$ cat src/rtl/mem_initiator_if.sv
// Bundle of request, response and memory-side signals for the load/store initiator.
// The initiator uses the master view; the core/memory environment uses the slave view.
interface mem_initiator_if;
  logic        req_valid;
  logic        req_ready;
  logic        req_write;
  logic [1:0]  req_size;
  logic        req_unsigned;
  logic [31:0] req_addr;
  logic [31:0] req_wdata;
  logic        resp_valid;
  logic [31:0] resp_rdata;
  logic        resp_error;
  logic        mem_write_enable;
  logic [31:0] mem_address;
  logic [31:0] mem_data_out;
  logic [31:0] mem_data_in;

  modport master (
    input  req_valid, req_write, req_size, req_unsigned, req_addr, req_wdata, mem_data_in,
    output req_ready, resp_valid, resp_rdata, resp_error,
    output mem_write_enable, mem_address, mem_data_out
  );

  modport slave (
    output req_valid, req_write, req_size, req_unsigned, req_addr, req_wdata, mem_data_in,
    input  req_ready, resp_valid, resp_rdata, resp_error,
    input  mem_write_enable, mem_address, mem_data_out
  );
endinterface

$ cat src/rtl/mem_initiator.sv
// Load/store initiator for a word-only synchronous memory: lane extraction for loads,
// read-modify-write for sub-word stores, and rejection of misaligned accesses.
module mem_initiator #(
  parameter int MEM_READ_LATENCY = 1
) (
  input  logic            clk,
  input  logic            rst_n,
  mem_initiator_if.master bus
);

  localparam int CW = $clog2(MEM_READ_LATENCY + 1) + 1;
  localparam logic [CW-1:0] READ_LAST = CW'(MEM_READ_LATENCY);

  typedef enum logic [1:0] {
    IDLE  = 2'b00,
    READ  = 2'b01,
    WRITE = 2'b10,
    RESP  = 2'b11
  } state_t;

  state_t        state_r;
  state_t        state_s;
  logic [CW-1:0] cnt_r;
  logic [CW-1:0] cnt_s;
  logic          write_r;
  logic [1:0]    size_r;
  logic          uns_r;
  logic [31:0]   addr_r;
  logic [15:0]   wdata_r;

  logic          resp_valid_r;
  logic          resp_valid_s;
  logic          resp_error_r;
  logic          resp_error_s;
  logic [31:0]   resp_rdata_r;
  logic [31:0]   resp_rdata_s;
  logic          mem_we_r;
  logic          mem_we_s;
  logic [31:0]   mem_addr_r;
  logic [31:0]   mem_addr_s;
  logic [31:0]   mem_wdata_r;
  logic [31:0]   mem_wdata_s;

  logic          accept_s;
  logic          misaligned_s;

  // Little-endian lane select followed by sign or zero extension.
  function automatic logic [31:0] extract_load(input logic [31:0] word, input logic [1:0] size,
                                               input logic uns, input logic [1:0] lo);
    logic [31:0] sh;
    logic [31:0] res;
    sh  = 32'h0000_0000;
    res = 32'h0000_0000;
    case (size)
      2'b00: begin
        sh  = word >> {lo, 3'b000};
        res = {{24{~uns & sh[7]}}, sh[7:0]};
      end
      2'b01: begin
        sh  = word >> {lo[1], 4'b0000};
        res = {{16{~uns & sh[15]}}, sh[15:0]};
      end
      2'b10:   res = word;
      default: res = 32'h0000_0000;
    endcase
    return res;
  endfunction

  // Replace only the addressed lane of the fetched word with the new store data.
  function automatic logic [31:0] merge_store(input logic [31:0] word, input logic [15:0] wd,
                                              input logic [1:0] size, input logic [1:0] lo);
    logic [31:0] mask;
    logic [31:0] ins;
    case (size)
      2'b00: begin
        mask = 32'h0000_00FF << {lo, 3'b000};
        ins  = {24'h00_0000, wd[7:0]} << {lo, 3'b000};
      end
      2'b01: begin
        mask = 32'h0000_FFFF << {lo[1], 4'b0000};
        ins  = {16'h0000, wd} << {lo[1], 4'b0000};
      end
      default: begin
        mask = 32'h0000_0000;
        ins  = 32'h0000_0000;
      end
    endcase
    return (word & ~mask) | ins;
  endfunction

  // Accept qualification and alignment check on the incoming request.
  always_comb begin
    accept_s     = 1'b0;
    misaligned_s = 1'b0;
    if (state_r == IDLE) begin
      accept_s = bus.req_valid;
    end else begin
      accept_s = 1'b0;
    end
    case (bus.req_size)
      2'b00:   misaligned_s = 1'b0;
      2'b01:   misaligned_s = bus.req_addr[0];
      2'b10:   misaligned_s = |bus.req_addr[1:0];
      default: misaligned_s = 1'b1;
    endcase
  end

  // Next-state logic and READ-phase cycle counter.
  always_comb begin
    state_s = state_r;
    cnt_s   = {CW{1'b0}};
    case (state_r)
      IDLE: begin
        if (accept_s) begin
          if (misaligned_s) begin
            state_s = RESP;
          end else if (bus.req_write && (bus.req_size == 2'b10)) begin
            state_s = WRITE;
          end else begin
            state_s = READ;
          end
        end else begin
          state_s = IDLE;
        end
      end
      READ: begin
        if (cnt_r == READ_LAST) begin
          state_s = write_r ? WRITE : RESP;
        end else begin
          state_s = READ;
          cnt_s   = cnt_r + {{(CW-1){1'b0}}, 1'b1};
        end
      end
      WRITE:   state_s = RESP;
      RESP:    state_s = IDLE;
      default: state_s = IDLE;
    endcase
  end

  // Values the registered outputs take on the coming edge, keyed on the transition.
  always_comb begin
    resp_valid_s = (state_s == RESP);
    resp_error_s = (state_r == IDLE) && (state_s == RESP);
    resp_rdata_s = 32'h0000_0000;
    mem_we_s     = (state_s == WRITE);
    mem_addr_s   = 32'h0000_0000;
    mem_wdata_s  = 32'h0000_0000;
    if ((state_r == READ) && (state_s == RESP)) begin
      resp_rdata_s = extract_load(bus.mem_data_in, size_r, uns_r, addr_r[1:0]);
    end else begin
      resp_rdata_s = 32'h0000_0000;
    end
    if ((state_s == READ) || (state_s == WRITE)) begin
      mem_addr_s = (state_r == IDLE) ? {bus.req_addr[31:2], 2'b00} : {addr_r[31:2], 2'b00};
    end else begin
      mem_addr_s = 32'h0000_0000;
    end
    if ((state_r == IDLE) && (state_s == WRITE)) begin
      mem_wdata_s = bus.req_wdata;
    end else if ((state_r == READ) && (state_s == WRITE)) begin
      mem_wdata_s = merge_store(bus.mem_data_in, wdata_r, size_r, addr_r[1:0]);
    end else begin
      mem_wdata_s = 32'h0000_0000;
    end
  end

  // State, latched request and output registers.
  always_ff @(posedge clk) begin
    if (!rst_n) begin
      state_r      <= IDLE;
      cnt_r        <= {CW{1'b0}};
      write_r      <= 1'b0;
      size_r       <= 2'b00;
      uns_r        <= 1'b0;
      addr_r       <= 32'h0000_0000;
      wdata_r      <= 16'h0000;
      resp_valid_r <= 1'b0;
      resp_error_r <= 1'b0;
      resp_rdata_r <= 32'h0000_0000;
      mem_we_r     <= 1'b0;
      mem_addr_r   <= 32'h0000_0000;
      mem_wdata_r  <= 32'h0000_0000;
    end else begin
      state_r      <= state_s;
      cnt_r        <= cnt_s;
      resp_valid_r <= resp_valid_s;
      resp_error_r <= resp_error_s;
      resp_rdata_r <= resp_rdata_s;
      mem_we_r     <= mem_we_s;
      mem_addr_r   <= mem_addr_s;
      mem_wdata_r  <= mem_wdata_s;
      if (accept_s) begin
        write_r <= bus.req_write;
        size_r  <= bus.req_size;
        uns_r   <= bus.req_unsigned;
        addr_r  <= bus.req_addr;
        wdata_r <= bus.req_wdata[15:0];
      end
    end
  end

  // rst_n gating keeps ready low and blocks any write strobe while reset is held.
  assign bus.req_ready        = (state_r == IDLE) && rst_n;
  assign bus.mem_write_enable = mem_we_r && rst_n;
  assign bus.mem_address      = mem_addr_r;
  assign bus.mem_data_out     = mem_wdata_r;
  assign bus.resp_valid       = resp_valid_r;
  assign bus.resp_error       = resp_error_r;
  assign bus.resp_rdata       = resp_rdata_r;

endmodule

$ cat src/flat_wrapper.sv
// flat-port wrapper written by rule: the top's interface ports become plain ports
module mem_initiator_flat 
#(
  parameter int MEM_READ_LATENCY = 1
)
  (clk, rst_n, bus_req_valid, bus_req_write, bus_req_size, bus_req_unsigned, bus_req_addr, bus_req_wdata, bus_mem_data_in, bus_req_ready, bus_resp_valid, bus_resp_rdata, bus_resp_error, bus_mem_write_enable, bus_mem_address, bus_mem_data_out);
  mem_initiator_if bus_i ();
  input  logic clk;
  input  logic rst_n;
  input wire logic [$bits(bus_i.req_valid)-1:0] bus_req_valid;
  input wire logic [$bits(bus_i.req_write)-1:0] bus_req_write;
  input wire logic [$bits(bus_i.req_size)-1:0] bus_req_size;
  input wire logic [$bits(bus_i.req_unsigned)-1:0] bus_req_unsigned;
  input wire logic [$bits(bus_i.req_addr)-1:0] bus_req_addr;
  input wire logic [$bits(bus_i.req_wdata)-1:0] bus_req_wdata;
  input wire logic [$bits(bus_i.mem_data_in)-1:0] bus_mem_data_in;
  output wire logic [$bits(bus_i.req_ready)-1:0] bus_req_ready;
  output wire logic [$bits(bus_i.resp_valid)-1:0] bus_resp_valid;
  output wire logic [$bits(bus_i.resp_rdata)-1:0] bus_resp_rdata;
  output wire logic [$bits(bus_i.resp_error)-1:0] bus_resp_error;
  output wire logic [$bits(bus_i.mem_write_enable)-1:0] bus_mem_write_enable;
  output wire logic [$bits(bus_i.mem_address)-1:0] bus_mem_address;
  output wire logic [$bits(bus_i.mem_data_out)-1:0] bus_mem_data_out;
  assign bus_i.req_valid = bus_req_valid;
  assign bus_i.req_write = bus_req_write;
  assign bus_i.req_size = bus_req_size;
  assign bus_i.req_unsigned = bus_req_unsigned;
  assign bus_i.req_addr = bus_req_addr;
  assign bus_i.req_wdata = bus_req_wdata;
  assign bus_i.mem_data_in = bus_mem_data_in;
  assign bus_req_ready = bus_i.req_ready;
  assign bus_resp_valid = bus_i.resp_valid;
  assign bus_resp_rdata = bus_i.resp_rdata;
  assign bus_resp_error = bus_i.resp_error;
  assign bus_mem_write_enable = bus_i.mem_write_enable;
  assign bus_mem_address = bus_i.mem_address;
  assign bus_mem_data_out = bus_i.mem_data_out;
  mem_initiator #(.MEM_READ_LATENCY(MEM_READ_LATENCY)) u_core (.clk(clk), .rst_n(rst_n), .bus(bus_i));
endmodule
$ cat config.mk
export PLATFORM = sky130hd
export DESIGN_NAME = mem_initiator_flat
export DESIGN_NICKNAME = d
export VERILOG_FILES = /design/src/rtl/mem_initiator_if.sv /design/src/rtl/mem_initiator.sv /design/src/flat_wrapper.sv
export SDC_FILE = /design/constraint.sdc
export NUM_CORES = 1
export LEC_CHECK = 0
export ABC_AREA = 1
export ABC_CLOCK_PERIOD_IN_PS = 2200
export CAP_MARGIN = 5
export CORE_MARGIN = 1
export CORE_UTILIZATION = 40
export DETAILED_ROUTE_END_ITERATION = 10
export DONT_BUFFER_PORTS = 1
export HOLD_SLACK_MARGIN = 0.02
export PLACE_DENSITY = 0.55
export SYNTH_ARGS = -nofsm -noshare
export SYNTH_HDL_FRONTEND = slang
export SYNTH_SLANG_ARGS = --single-unit
$ cat constraint.sdc
create_clock -name clk -period 2.2 [get_ports clk]
set_clock_uncertainty 0.2 [all_clocks]
set_input_delay 0.22 -clock clk [delete_from_list [all_inputs] [get_ports clk]]
set_output_delay 0.22 -clock clk [all_outputs]
set_load 0.005 [all_outputs]
==> flow_summary.toml, run 1 <==
[status]
status = "complete, no violations"

[cells_and_area]
finalInstanceArea_um2 = 8680
final_cells = 1253
fillers = 1519
syn2layout_area_growth_pct = 30.2
fin_nets = 1130
final_common_cell = "nand2_1"
drive_above_1_share = 0.0868
layout_common_cells = "224 x nand2_1, 150 x dfxtp_1, 118 x dlygate4sd3_1"
fin_util = 0.541
antenna-diode-count = 0

[cts]
post_cts_buffers = 0
clockBufferDepth = 2
insertion_delay_ps = 430
root_buffer = "clkbuf_16"
cts_buffers = 17
cts_max_level = 4
cts.sinks = 153
clkTransAtPathRegs_ps = 70
cts_tree = "done"

[pwr]
worst_ir_drop_vdd_uv = 621
p_sw_mw = 2.48
p_leak_nw = 3.59
seqPwrFrac = 0.418
p_int_mw = 5.24
p_clk_frac = 0.381
switching_share = 0.321
p_per_area_nw_per_um2 = 889
finalPower_mw = 7.72
combPwrFrac = 0.201

[worst_hold_path]
holdPathEnd = "u_core.addr_r[14]$_SDFFE_PN0N_"
hp-class = "in2reg"
min_path_cells = 3
min_from = "rst_n"

[critical_path]
slowest_delay_ps = 430
r2r-end = "u_core.bus.mem_data_out[1]$_SDFF_PN0_"
rrSetupSlack_ps = 110
crit_start = "u_core.state_r[0]$_SDFF_PN0_"
crit_type = "reg2out"
cp_slowest_cell = "dfxtp_1"
worstPathArrival_ps = 1670
ff2ff_path_depth = 12
cp.buffers_inverters = 3
path_cells = "nor2_4 -> buf_4 -> inv_2 -> buf_4 -> nor2_1"
end_kind = "output port"
path_max_fanout = 39
r2r_start = "u_core.state_r[1]$_SDFF_PN0_"
cp_top_family = "buffers and inverters"
crit_top_cell = "buf_4"
required_ps = 1780
cp-start-kind = "flop"

[die]
design.die.area_um2 = 17200
initial_core_util = 0.415
rows = 46
ioPinCount = 203
die_height_um = 131
core_area_um2 = 16100
die_w_um = 131

[logic_synthesis]
synth_compound_area_frac = 0.212
synthesis.area_um2 = 6670
ys_warn_count = 0
synthXorXnorAreaFrac = 0
synth-adder-area-share = 0.00563
syn_avg_cell_area_um2 = 7.19
synth_cell_type_count = 29
yosys.area_share.simple = 0.215
synthMuxAreaShare = 0
synth_top_family_by_area = "simple AND/OR/NAND/NOR gates"
synthCells = 928
synth-seq-cells = 153
ys_seq_area_frac = 0.459

[placement]
place_ws_ps = 155
placed_cells = 1100
dpl.hpwl_mm = 13.3
portBuffers = 0
gp_congestion = 0.866
place_area_um2 = 6820

[grt]
grt_max_degree = 74
grt-ovfl-total = 0
antenna_found_initial = 0
grt_pass1_vias = 6092
grt_usage = 0.239
grt_pass1_wl_mm = 32.5

[sta]
holdWs_ps = 38.2
fin_ws_ps = 111
slew_headroom = 0.496
slew_violations = 0
fin_crit_sh = 0.950
setup_viol = 0
rsz0062_at_grt = "false"
fmax_mhz = 479
tns_ps = 0
period_needed_ps = 2090
worstMarginPinSlew_ps = 754
timing_hold_violations_final = 0

[routing]
wl_per_cell_um = 16.7
drt_iter0_markers = 425
drtAntennaViolNets = 0
routed_wl_mm = 20.9
first_pass_iters = 5
via_count = 6400
drc = 0
avgViaCountPerCell = 5.11

[job]
max_cap_violations = 0
worst reg2reg max path: cells and delay by family, from the launching register on:
kind / cells / cell delay [ps]
AOI/OAI and AO/OA: 4 / 400
adders and majority gates: 1 / 190
buffers and inverters: 4 / 440
DFF: 1 / 370
and+or+nand+nor: 3 / 420
cell type report:
class | count | area (um^2) | share of cell area
multi-input cells | 608 | 2920 | 0.336
clock inverters | 15 | 156 | 0.0180
repair buffers | 139 | 1450 | 0.167
flip-flops and latches | 153 | 3070 | 0.353
well taps | 216 | 270 | 0.0311
clock buffers | 17 | 425 | 0.0490
inverters | 105 | 398 | 0.0458
registers in the layout, summed over array words and instances, names as in the netlist, 2 cells and up:
| signal | cells |
|---|---|
| u_core.cnt_r | 2 |
| u_core.addr_r | 32 |
| u_core.bus.resp_rdata | 32 |
| u_core.bus.mem_data_out | 32 |
| u_core.bus.mem_address | 30 |
| u_core.state_r | 2 |
| u_core.wdata_r | 16 |
| u_core.size_r | 2 |
routing by layer:
metal	track usage	part of all wire
met5	0	0
met4	0.0889	0.024
met3	0.0629	0.061
met1	0.288	0.42
met2	0.406	0.49
worst max path at each step:
| stage | cells past startpoint | end | slack [ps] |
|---|---|---|---|
| finish | 5 | bus_req_ready | 110 |
| global route | 12 | u_core.bus.mem_data_out[5]$_SDFF_PN0_ | 0.9 |
| CTS | 6 | u_core.size_r[0]$_SDFFE_PN0N_ | 10 |
| detailed placement | 12 | u_core.bus.mem_data_out[3]$_SDFF_PN0_ | 150 |
| global placement | 11 | u_core.bus.mem_data_out[7]$_SDFF_PN0_ | 180 |
| floorplan | 11 | u_core.bus.mem_address[17]$_SDFF_PN0_ | 250 |
timing repair:
item                       CTS  global route
resized for setup            0            13
setup endpoints to repair    0            57
hold buffers               118             0
hold endpoints to repair   153             0
power by group through the flow:
stage	clock (mW)	sequential, mW	combinational, mW
after CTS	3.00	3.22	1.49
after floorplan	0	3.22	1.01
final	2.94	3.22	1.55
after global routing	3.12	3.25	1.73
after detailed placement	0	3.28	1.25
after global placement	0	3.28	1.25
Yosys cell counts:
cell type | instances | area (um^2)
inv_2 | 12 | 45.0
buf_1 | 5 | 18.8
buf_2 | 35 | 175
nand4_1 | 1 | 6.26
nand3_2 | 1 | 10.0
clkbuf_1 | 14 | 52.6
nand2_2 | 2 | 12.5
dfxtp_1 | 153 | 3060
buf_4 | 6 | 45.0
conb_1 | 1 | 3.75
nand2_4 | 1 | 11.3
clkbuf_2 | 1 | 5.00
inv_1 | 91 | 342
a22oi_1 | 16 | 120
nand2_1 | 227 | 852
a211oi_1 | 29 | 218
buf_6 | 2 | 22.5
o211ai_1 | 22 | 165
a21oi_1 | 109 | 546
nor2_2 | 3 | 18.8
clkinv_2 | 1 | 5.00
nor2_4 | 2 | 22.5
ha_1 | 3 | 37.5
o21ai_0 | 70 | 350
a21oi_2 | 2 | 17.5
nand3_4 | 1 | 17.5
nand3_1 | 34 | 170
nor2_1 | 83 | 312
inv_4 | 1 | 6.26
logic make-up (layout without fill, tap and decap cells):
logic type / after synthesis / count (layout)
adder cells (fa/ha/maj): 3 / 3
AO/OA/AOI/OAI: 248 / 248
buffers and inverters: 168 / 276
flip-flops: 153 / 153
other: 1 / 2
AND/OR/NAND/NOR: 355 / 355
Note: power is estimated with default switching activity, not from simulation.
==> run 2: changes to the inputs <==
Settings changed: REMOVE_ABC_BUFFERS set to 1.
==> run 2 against run 1 <==
Critical path depth rose by 2. Sequential power barely moved. Clock-buffer cell count rose by 2. Non-clock buffer count fell by 2. Global-route usage fell by 0.82 points. Largest cell class unchanged. Largest power group unchanged. Sequential cell count did not move. Via count fell by 1.1%. Final cell count barely moved. Clock power fell by 4%. First-iteration DRC count rose by 9.6%.
==> flow_summary.toml, run 2 (synthesis results as in run 1) <==
[cts]
post_cts_buffers = 0
clockBufferDepth = 2
cts_buffers = 17
cts.sinks = 153
cts_max_level = 4
root_buffer = "clkbuf_16"
insertion_delay_ps = 420
cts_tree = "done"
clkTransAtPathRegs_ps = 60

[cells_and_area]
final_cells = 1254
finalInstanceArea_um2 = 8580
fin_util = 0.534
fillers = 1535
drive_above_1_share = 0.0774
final_common_cell = "nand2_1"
syn2layout_area_growth_pct = 28.7
layout_common_cells = "226 x nand2_1, 150 x dfxtp_1, 118 x dlygate4sd3_1"
fin_nets = 1128

[sta]
fin_ws_ps = 112
slew_violations = 0
worstMarginPinSlew_ps = 765
fmax_mhz = 479
timing_hold_violations_final = 0
rsz0062_at_grt = "false"
setup_viol = 0
slew_headroom = 0.488
tns_ps = 0
fin_crit_sh = 0.949
period_needed_ps = 2090

[placement]
placed_cells = 1101
dpl.hpwl_mm = 12.9
portBuffers = 0
gp_congestion = 0.810
place_ws_ps = 145
place_area_um2 = 6820

[critical_path]
end_kind = "flop"
crit_type = "reg2reg"
worstPathArrival_ps = 2230
cp-start-kind = "flop"
path_max_fanout = 16
rrSetupSlack_ps = 110
r2r-end = "u_core.bus.resp_rdata[9]$_SDFF_PN0_"
required_ps = 2340
ff2ff_path_depth = 7
r2r_start = "u_core.size_r[0]$_SDFFE_PN0N_"

[die]
initial_core_util = 0.415
ioPinCount = 203
die_height_um = 131
core_area_um2 = 16100
die_w_um = 131
design.die.area_um2 = 17200
rows = 46

[routing]
drt_iter0_markers = 466
drc = 0
first_pass_iters = 6
drtAntennaViolNets = 0
routed_wl_mm = 19.9
avgViaCountPerCell = 5.05
via_count = 6331
wl_per_cell_um = 15.9

[pwr]
worst_ir_drop_vdd_uv = 586
p_per_area_nw_per_um2 = 880
p_leak_nw = 3.53

[grt]
grt_usage = 0.231
grt_pass1_wl_mm = 31.8
antenna_found_initial = 4
grt_max_degree = 74
grt_pass1_vias = 5856
use_met3 = 0.0706
grt-ovfl-total = 0
met1_usage = 0.307
gr-usage-met2 = 0.357
grt.busiest_layer = "met2"

[worst_hold_path]
hp-class = "in2reg"
min_path_cells = 4
holdPathEnd = "u_core.bus.resp_rdata[15]$_SDFF_PN0_"
min_from = "bus_mem_data_in[15]"

[job]
max_cap_violations = 0

[status]
status = "complete, no violations"
-- run 2: area by class of cell --
cell class / count / area [um^2] / area share
inverter: 105 / 398 / 0.0464
sequential: 153 / 3070 / 0.357
multi-input combinational: 608 / 2900 / 0.338
antenna: 4 / 10.0 / 0.00117
tap: 216 / 270 / 0.0315
clock buffer: 19 / 433 / 0.0504
timing repair buffer: 137 / 1380 / 0.161
clock inverter: 12 / 128 / 0.0149
-- run 2: how the worst max path moves through the flow --
stage / from / end / cells past startpoint
after floorplan: u_core.state_r[1]$_SDFF_PN0_ / u_core.bus.mem_address[10]$_SDFF_PN0_ / 10
after global routing: u_core.cnt_r[0]$_SDFF_PP0_ / u_core.bus.mem_address[21]$_SDFF_PN0_ / 10
after detailed placement: u_core.state_r[0]$_SDFF_PN0_ / u_core.bus.mem_address[21]$_SDFF_PN0_ / 10
final: u_core.size_r[0]$_SDFFE_PN0N_ / u_core.bus.resp_rdata[9]$_SDFF_PN0_ / 7
after global placement: u_core.state_r[1]$_SDFF_PN0_ / u_core.bus.mem_data_out[1]$_SDFF_PN0_ / 12
after CTS: u_core.state_r[1]$_SDFF_PN0_ / u_core.wdata_r[9]$_SDFFE_PN0N_ / 6
-- run 2: what timing repair did --
action                     CTS  global route
setup endpoints to repair    0            56
hold endpoints to repair   153             0
hold buffers               118             0
resized for setup            0             3
-- run 2: report_power, final --
| part | switching [mW] | internal (mW) |
|---|---|---|
| combinational | 0.960 | 0.565 |
| clock | 1.16 | 1.66 |
| sequential | 0.160 | 3.05 |
| total | 2.28 | 5.27 |
-- run 2: metal layers --
layer | wire, um | vias to the layer above
met1 | 9110 | 2888
met2 | 8890 | 218
li1 | - | 3206
met3 | 1600 | 19
met4 | 279 | 0
met5 | 0 | -
-- run 2: critical path: stages (launching register included) --
cell and delay [ps]:
dfxtp_1 330, buf_4 190, nand2_4 130, inv_4 90
buf_4 250, a22oi_1 100, dlygate4sd3_1 580, a21oi_1 140
-- run 2: metrics by stage --
stage	total power [mW]	hold WS, ps
finish	7.55	44.3
global route	7.95	65.8
CTS	7.62	25.4
detailed placement	4.55	146
global placement	4.55	145
floorplan	4.11	113
==> run 3: changes to the inputs <==
Settings changed: CORE_MARGIN 1 to 2.
==> run 3 against run 2 <==
Total power increased by 1.4%. Clock-buffer cell count fell by 2. Combinational power grew 4%. Core utilization shrank 0.56 points. Non-clock buffer count increased by 2. Clock power up 1%. Sequential share of layout area fell by 0.48 points.
==> flow_summary.toml, run 3 (synthesis results as in run 1) <==
[status]
status = "complete, no violations"

[cells_and_area]
multiInputGateArea_um2 = 2920
fin_util = 0.529
fin_nets = 1130
syn2layout_area_growth_pct = 30.6
final_common_cell = "nand2_1"
layout_common_cells = "225 x nand2_1, 149 x dfxtp_1, 117 x dlygate4sd3_1"
fillers = 1618
register_area_um2 = 3070
drive_above_1_share = 0.0887
finalInstanceArea_um2 = 8710

[grt]
grt_pass1_vias = 6075
grt_usage = 0.230
antenna_found_initial = 4
grt_max_degree = 74
grt-ovfl-total = 0
grt_pass1_wl_mm = 32.7

[sta]
fin_crit_sh = 0.955
setup_viol = 0
period_needed_ps = 2100
fin_ws_ps = 99.3
worstMarginPinSlew_ps = 1000
timing_hold_violations_final = 0
slew_headroom = 0.330
slew_violations = 0
fmax_mhz = 476

[critical_path]
required_ps = 2340
crit_top_cell = "a21oi_1"
cp_slowest_cell = "dfxtp_1"
slowest_delay_ps = 300
cp_top_family = "buffers and inverters"
crit_type = "reg2reg"
end_kind = "flop"
worstPathArrival_ps = 2240
path_cells = "inv_1 -> ha_2 -> a21oi_1 -> a21oi_1 -> nand2_1 -> inv_2 -> ha_2 -> inv_2 -> nor2_4 -> clkbuf_16 -> nand2_1 -> a21oi_1"
cp-start-kind = "flop"
path_max_fanout = 16
cp.buffers_inverters = 4

[placement]
dpl.hpwl_mm = 12.7
place_ws_ps = 129
place_area_um2 = 6820
portBuffers = 0
gp_congestion = 0.839

[pwr]
p_per_area_nw_per_um2 = 880
p_leak_nw = 3.59
worst_ir_drop_vdd_uv = 527
finalPower_mw = 7.66

[routing]
dr.max_layer_used = "met4"
first_pass_iters = 5
routed_wl_mm = 21.0
drc = 0
avgViaCountPerCell = 5.01
dr_wl_met2_mm = 9.44
route.met3.wl_mm = 1.75
drt_iter0_markers = 412
wl_per_cell_um = 16.7
via_count = 6315
drt-met1-wl_mm = 9.63
drtAntennaViolNets = 0

[die]
design.die.area_um2 = 17700
initial_core_util = 0.405
core_area_um2 = 16500
rows = 47
die_w_um = 133
die_height_um = 133
ioPinCount = 203

[cts]
insertion_delay_ps = 430
cts_buffers = 17
clkTransAtPathRegs_ps = 70
root_buffer = "clkbuf_16"
clockBufferDepth = 2
cts_tree = "done"
cts.sinks = 153
cts_max_level = 4

[job]
max_cap_violations = 0

[worst_hold_path]
hp-class = "in2reg"
==> run 3: cell type report <==
cell class,instances,share of cell area
Antenna cell,4,0.00115
Clock buffer,17,0.0489
Clock inverter,15,0.0162
Inverter,105,0.0457
Multi-Input combinational cell,608,0.335
Sequential cell,153,0.353
Tap cell,220,0.0316
Timing Repair Buffer,139,0.169
==> run 3: metal layers <==
metal / up-vias / global-route usage
met1: 2858 / 0.310
met2: 241 / 0.349
met4: 0 / 0.0597
met3: 18 / 0.0864
li1: 3198 / -
met5: - / 0
==> run 3: path summary, 6_finish.rpt <==
| kind | startpoint | slack (ps) | endpoint | cells past startpoint |
|---|---|---|---|---|
| min reg2reg | u_core.cnt_r[0]$_SDFF_PP0_ | 210 | u_core.cnt_r[0]$_SDFF_PP0_ | 1 |
| max | u_core.cnt_r[1]$_SDFF_PP0_ | 100 | u_core.bus.mem_data_out[15]$_SDFF_PN0_ | 12 |
| max reg2reg | u_core.cnt_r[1]$_SDFF_PP0_ | 100 | u_core.bus.mem_data_out[15]$_SDFF_PN0_ | 12 |
| min | rst_n | 40 | u_core.bus.mem_address[25]$_SDFF_PN0_ | 5 |
==> run 3: tightest hold or removal path, cell delays in order <==
cell	delay [ps]
inv_2	80
nor2_2	60
buf_12	150
o21ai_0	70
a21oi_1	40
==> run 3: what timing repair did <==
item / 4_1_cts / 5_1_grt
hold endpoints to repair: 153 / 0
hold buffers: 118 / 0
setup endpoints to repair: 0 / 68
resized for setup: 0 / 15
buffers inserted: 0 / 1
==> run 3: where the power goes <==
part	leakage (nW)	total, mW	switching (mW)	internal, mW
clock network	0.271	2.86	1.28	1.58
registers	1.25	3.22	0.172	3.05
logic	2.06	1.58	0.982	0.596
==> run 3: per-stage QoR <==
stage | hold WS [ps] | TNS (ps) | instances
2_1_floorplan | 113 | -200650 | 866
3_3_place_gp | 144 | 0 | 1103
3_5_place_dp | 138 | 0 | 1103
4_1_cts | 52.4 | 0 | 1253
5_1_grt | 69.5 | -43.9 | 1261
6_report | 44.1 | 0 | 1261
